[src/rtl/dot_pkg.sv]
// rtl/dot_pkg.sv - shared sizes and state encoding for the dot-product feeder and multv
package dot_pkg;

   localparam int WIDTH  = 10;
   localparam int DEPTH  = 8;
   localparam int ADDR_W = 3;
   localparam int ACC_W  = 2*WIDTH + 2;

   typedef enum logic [1:0] {
      IDLE   = 2'd0,
      CLEAR  = 2'd1,
      STREAM = 2'd2,
      DONE   = 2'd3
   } state_t;

endpackage

[src/rtl/dot_vec_ram.sv]
// rtl/dot_vec_ram.sv - paired m/p register files, one write port, one shared read index
module dot_vec_ram
   import dot_pkg::*;
#(
   parameter int P_WIDTH  = WIDTH,
   parameter int P_DEPTH  = DEPTH,
   parameter int P_ADDR_W = ADDR_W
) (
   input  logic                CLOCK,
   input  logic                wr_en,
   input  logic                wr_sel,
   input  logic [P_ADDR_W-1:0] wr_addr,
   input  logic [P_WIDTH-1:0]  wr_data,
   input  logic [P_ADDR_W-1:0] rd_addr,
   output logic [P_WIDTH-1:0]  rd_m,
   output logic [P_WIDTH-1:0]  rd_p
);

   // Contents are deliberately left unreset; only elements below len are ever read.
   logic [P_WIDTH-1:0] mem_m [P_DEPTH];
   logic [P_WIDTH-1:0] mem_p [P_DEPTH];

   always_ff @(posedge CLOCK) begin
      if (wr_en && !wr_sel) mem_m[wr_addr] <= wr_data;
      if (wr_en &&  wr_sel) mem_p[wr_addr] <= wr_data;
   end

   assign rd_m = mem_m[rd_addr];
   assign rd_p = mem_p[rd_addr];

endmodule

[src/rtl/dot_vec_feeder.sv]
// rtl/dot_vec_feeder.sv - streams stored m/p element pairs into multv and drives its accumulator
module dot_vec_feeder
   import dot_pkg::*;
#(
   parameter int P_WIDTH  = WIDTH,
   parameter int P_DEPTH  = DEPTH,
   parameter int P_ADDR_W = ADDR_W
) (
   input  logic                CLOCK,
   input  logic                RESET_N,
   input  logic                wr_en,
   input  logic                wr_sel,
   input  logic [P_ADDR_W-1:0] wr_addr,
   input  logic [P_WIDTH-1:0]  wr_data,
   input  logic                start,
   input  logic [P_ADDR_W:0]   len,
   output logic                busy,
   output logic [P_WIDTH-1:0]  m,
   output logic [P_WIDTH-1:0]  p,
   output logic                acc_clr,
   output logic                acc_en,
   output logic                done
);

   localparam logic [P_ADDR_W:0]   DEPTH_L = (P_ADDR_W+1)'(P_DEPTH);
   localparam logic [P_ADDR_W:0]   LEN_ONE = (P_ADDR_W+1)'(1);
   localparam logic [P_ADDR_W-1:0] IDX_ONE = (P_ADDR_W)'(1);

   state_t              state, state_nxt;
   logic [P_ADDR_W-1:0] idx, idx_nxt;
   logic [P_ADDR_W:0]   len_q, len_nxt;
   logic [P_WIDTH-1:0]  rd_m, rd_p;

   dot_vec_ram #(
      .P_WIDTH  (P_WIDTH),
      .P_DEPTH  (P_DEPTH),
      .P_ADDR_W (P_ADDR_W)
   ) u_ram (
      .CLOCK   (CLOCK),
      .wr_en   (wr_en && !busy),
      .wr_sel  (wr_sel),
      .wr_addr (wr_addr),
      .wr_data (wr_data),
      .rd_addr (idx_nxt),
      .rd_m    (rd_m),
      .rd_p    (rd_p)
   );

   always_ff @(posedge CLOCK or negedge RESET_N) begin
      if (!RESET_N) begin
         state <= IDLE;
         idx   <= '0;
         len_q <= '0;
      end else begin
         state <= state_nxt;
         idx   <= idx_nxt;
         len_q <= len_nxt;
      end
   end

   // The read index is the next-cycle index so the operand registers load the pair they will present.
   always_comb begin
      state_nxt = state;
      idx_nxt   = idx;
      len_nxt   = len_q;
      case (state)
         IDLE: begin
            idx_nxt = '0;
            if (start) begin
               state_nxt = CLEAR;
               len_nxt   = (len > DEPTH_L) ? DEPTH_L : len;
            end
         end
         CLEAR: begin
            idx_nxt   = '0;
            state_nxt = (len_q == '0) ? DONE : STREAM;
         end
         STREAM: begin
            if (({1'b0, idx} + LEN_ONE) == len_q) state_nxt = DONE;
            else                                  idx_nxt   = idx + IDX_ONE;
         end
         DONE: begin
            state_nxt = IDLE;
         end
         default: begin
            state_nxt = IDLE;
            idx_nxt   = '0;
         end
      endcase
   end

   always_ff @(posedge CLOCK or negedge RESET_N) begin
      if (!RESET_N) begin
         busy    <= 1'b0;
         m       <= '0;
         p       <= '0;
         acc_clr <= 1'b0;
         acc_en  <= 1'b0;
         done    <= 1'b0;
      end else begin
         busy    <= (state_nxt != IDLE);
         acc_clr <= (state_nxt == CLEAR);
         acc_en  <= (state_nxt == STREAM);
         done    <= (state_nxt == DONE);
         m       <= (state_nxt == STREAM) ? rd_m : '0;
         p       <= (state_nxt == STREAM) ? rd_p : '0;
      end
   end

endmodule

[config.mk]
export PLATFORM = sky130hd
export DESIGN_NAME = dot_vec_feeder
export DESIGN_NICKNAME = d
export VERILOG_FILES = /design/src/rtl/dot_pkg.sv /design/src/rtl/dot_vec_ram.sv /design/src/rtl/dot_vec_feeder.sv
export SDC_FILE = /design/constraint.sdc
export NUM_CORES = 1
export LEC_CHECK = 0
export ABC_AREA = 1
export CORE_AREA = 3 3 136 138
export DETAILED_ROUTE_END_ITERATION = 12
export DIE_AREA = 0 0 139 141
export PLACE_DENSITY = 0.67
export SLEW_MARGIN = 5
export SYNTH_ARGS = -nofsm -noshare
export SYNTH_HDL_FRONTEND = slang
export SYNTH_HIERARCHICAL = 1
export SYNTH_SLANG_ARGS = --single-unit
[constraint.sdc]
create_clock -name CLOCK -period 3.3 [get_ports CLOCK]
set_input_delay 0.66 -clock CLOCK [delete_from_list [all_inputs] [get_ports CLOCK]]
set_output_delay 0.66 -clock CLOCK [all_outputs]
set_load 0.005 [all_outputs]
==> metrics.csv <==
stage,metric,value,unit
clock_tree,cts_resized,0,
routing,post-route-drc-count,0,
yosys,synth_top_family_by_area,simple AND/OR/NAND/NOR gates,
yosys,syn_nets,905,
power_and_ir_drop,power,8.39,mW
timing,rsz0062_at_grt,no,
yosys,yosys_register_bits,193,
routing,wire_per_inst,16.0,um
timing,finalSetupViolCount,0,
yosys,avgSynthCellArea,9.81,um2
clock_tree,clock_sinks,193,
floorplan,die_height,141,um
cells_and_area,layout-drive-gt1-share,8.47,%
yosys,syn-cell-area,8600,um2
timing,fmax,351,MHz
worst_hold_path,hold_class,flip-flop to flip-flop,
timing,fin_worst_skew,0.00747,ns
clock_tree,root_buffer,clkbuf_16,
clock_tree,cts_made_buffers,17,
worst_setup_path,cpPeakStageDelay,0.44,ns
clock_tree,cts_setup_buffers,0,
floorplan,initial_utilization,49.7,%
timing,worstMarginPinSlew,0.849,ns
yosys,yosysTopAreaCell,edfxtp_1,
routing,via_count,5663,
placement,place_congestion,0.782,
yosys,synthSimpleGateAreaFrac,21.3,%
worst_setup_path,crit_chain,"ha_1, inv_1, nand2_1, nand2_1, nor2_2, nand3_4, nand2_1, nor2_1, nor3_2, inv_4, nand2_1, nand3_1, nand2_1, nand2_1, nand2_1, inv_1, nor2_2",
global_route,grt_overflow_total,0,
clock_tree,htreeDepth,4,
yosys,synth-compound-area-share,0.611,%
yosys,synth_xor_area_share,0,%
global_route,antenna_found_initial,0,
placement,dp.cells,1137,
floorplan,die_x,139,um
timing,max_slew_margin,43.4,%
floorplan,num_rows,48,
floorplan,ios,46,
yosys,synthAdderAreaFrac,0.873,%
job,maxCapViolCount,0,
clock_tree,hold_buffers,0,
cells_and_area,final_cells,1169,
placement,dpl.hpwl,11000,um
global_route,grt_max_degree,82,
power_and_ir_drop,pwr_density_cell,849,nW/um2
floorplan,core_area,17300,um2
yosys,ys_warn_count,6,
yosys,ys_seq_area_share,65.5,%
global_route,grt_usage,19.6,%
yosys,synth.top_cell.area_share,55.9,%
floorplan,die_area,19600,um2
worst_setup_path,cp-start-kind,flip-flop,
routing,wl,18700,um
routing,ant_nets,0,
worst_setup_path,crit_fanout,80,
cells_and_area,final_cell_area,9890,um2
timing,slew_viol_final,0,
yosys,synthMuxAreaShare,0,%
clock_tree,insertion_delay,0.42,ns
run_status,outcome,"finished, final reports clean",
timing,period_minus_slack,2.85,ns
clock_tree,max-clock-path-buffers,2,
cells_and_area,final_nets,959,
routing,dr.pass1.iters,5,
worst_setup_path,required,3.64,ns
power_and_ir_drop,total_leakage_power,4.60,nW
worst_setup_path,cp_common_cell,nand2_1,
cells_and_area,areaGrowthSynthToFinish,15.0,%
global_route,grt_pass1_wl,29500,um
yosys,netlist-cell-type-count,24,
global_route,grt_pass1_vias,5364,
worst_setup_path,crit_type,flip-flop to flip-flop,
cells_and_area,diodes,0,
placement,port_buffers,45,
yosys,ys_top_cells_by_area,"edfxtp_1 56%, nand2_1 12%, dfrtp_1 9.6%",
worst_setup_path,arrival,3.19,ns
routing,vias_per_cell,4.84,
worst_setup_path,crit_slowest_cell,dfrtp_1,
power_and_ir_drop,peakVddDrop,0.683,mV
clock_tree,cts_tree,yes,
clock_tree,clkTransAtPathRegs,0.06,ns
routing,drt_iter0_drc,547,
placement,place_area,9290,um2
timing,fin_crit_sh,86.3,%
timing,fin_setup_tns,0,ns
yosys,netlist_instances,877,
worst_setup_path,endpoint_kind,flip-flop,
timing,hold_violations,0,
## flip-flops by register name, indices dropped and copies added, names as in the netlist
| signal | cells |
|---|---|
| acc_en | 1 |
| p | 10 |
| idx | 3 |
| acc_clr | 1 |
| m | 10 |
| len_q | 4 |
| busy | 1 |
| done | 1 |
| u_ram/mem_p | 80 |
| u_ram/mem_m | 80 |
| state | 2 |
## cell usage in the layout, fill, tap and decap left out, drive strengths merged
cell	Yosys	layout
nand2	290	290
inv	206	206
edfxtp	160	160
nand3	93	93
clkdlybuf4s50	0	45
nor2	45	45
dfrtp	33	33
clkbuf	4	27
buf	28	22
ha	6	6
o21ai	4	4
bufinv	0	3
nand4	2	2
o211ai	2	2
a21oi	2	2
o21bai	1	1
nor3	1	1
clkinvlp	0	1
clkinv	0	1
## final timing paths
kind,start,endpoint,slack [ns],cells after the start
min in group asynchronous,RESET_N,p[6]$_DFF_PN0_,0.66,2
worst max register to register,idx[0]$_DFF_PN0_,p[1]$_DFF_PN0_,0.45,17
worst min register to register,len_q[3]$_DFFE_PN0P_,len_q[3]$_DFFE_PN0P_,0.59,2
max in group asynchronous,RESET_N,acc_clr$_DFF_PN0_,2.30,2
worst max-delay path,idx[0]$_DFF_PN0_,p[1]$_DFF_PN0_,0.45,17
worst min-delay path,len_q[3]$_DFFE_PN0P_,len_q[3]$_DFFE_PN0P_,0.59,2
## report_power, final
group          switching [mW]  internal [mW]
clock                   0.815           1.25
sequential             0.0945           2.82
combinational            2.31           1.10
total                    3.22           5.18
## logic make-up after synthesis
kind of cell               Yosys count
and+or+nand+nor                    431
buffers and inverters              238
AOI/OAI and AO/OA                    9
DFF                                193
adders and majority gates            6
## cell type report
class | instances | area [um2]
clock inverter | 5 | 103
fill | 1465 | 7410
tap | 225 | 282
sequential | 193 | 5630
multi-input combinational | 446 | 1960
clock buffer | 27 | 493
timing repair buffer | 67 | 641
inverter | 206 | 776
## per-stage QoR
stage / hold WS (ns) / setup WS, ns / utilization (%)
5_1_grt: 0.626 / 0.209 / 57.2
3_5_place_dp: 0.566 / 0.491 / 53.7
6_report: 0.587 / 0.453 / 57.2
3_3_place_gp: 0.558 / 0.605 / 53.7
4_1_cts: 0.580 / 0.471 / 57.2
2_1_floorplan: 0.364 / 1.06 / -
## Yosys cell counts
cell type,n
inv_4,1
edfxtp_1,160
buf_1,1
nor3_1,1
clkbuf_1,4
o211ai_1,2
o21ai_0,4
nand3_1,92
ha_1,6
a21oi_1,2
nand2_1,284
inv_2,3
inv_1,202
buf_6,9
nor2_1,25
buf_2,16
buf_12,2
nand4_1,2
o21bai_1,1
nand3_4,1
dfrtp_1,33
nand2_4,2
nand2_2,4
nor2_2,20
## worst max-delay path: cells and delay by family, from the launching register on
| kind | cells | cell delay, ns |
|---|---|---|
| and+or+nand+nor | 13 | 1.45 |
| buffers and inverters | 3 | 0.47 |
| DFF | 1 | 0.44 |
| adders and majority gates | 1 | 0.33 |
## metal layers
metal	wire length, um	global-route usage [%]	vias to the layer above
met4	194	5.15	0
met1	8470	28.2	2683
met3	1320	4.34	12
met2	8720	30.5	177
li1	-	-	2791
met5	0	0	-
(Power assumes the default switching activity.)
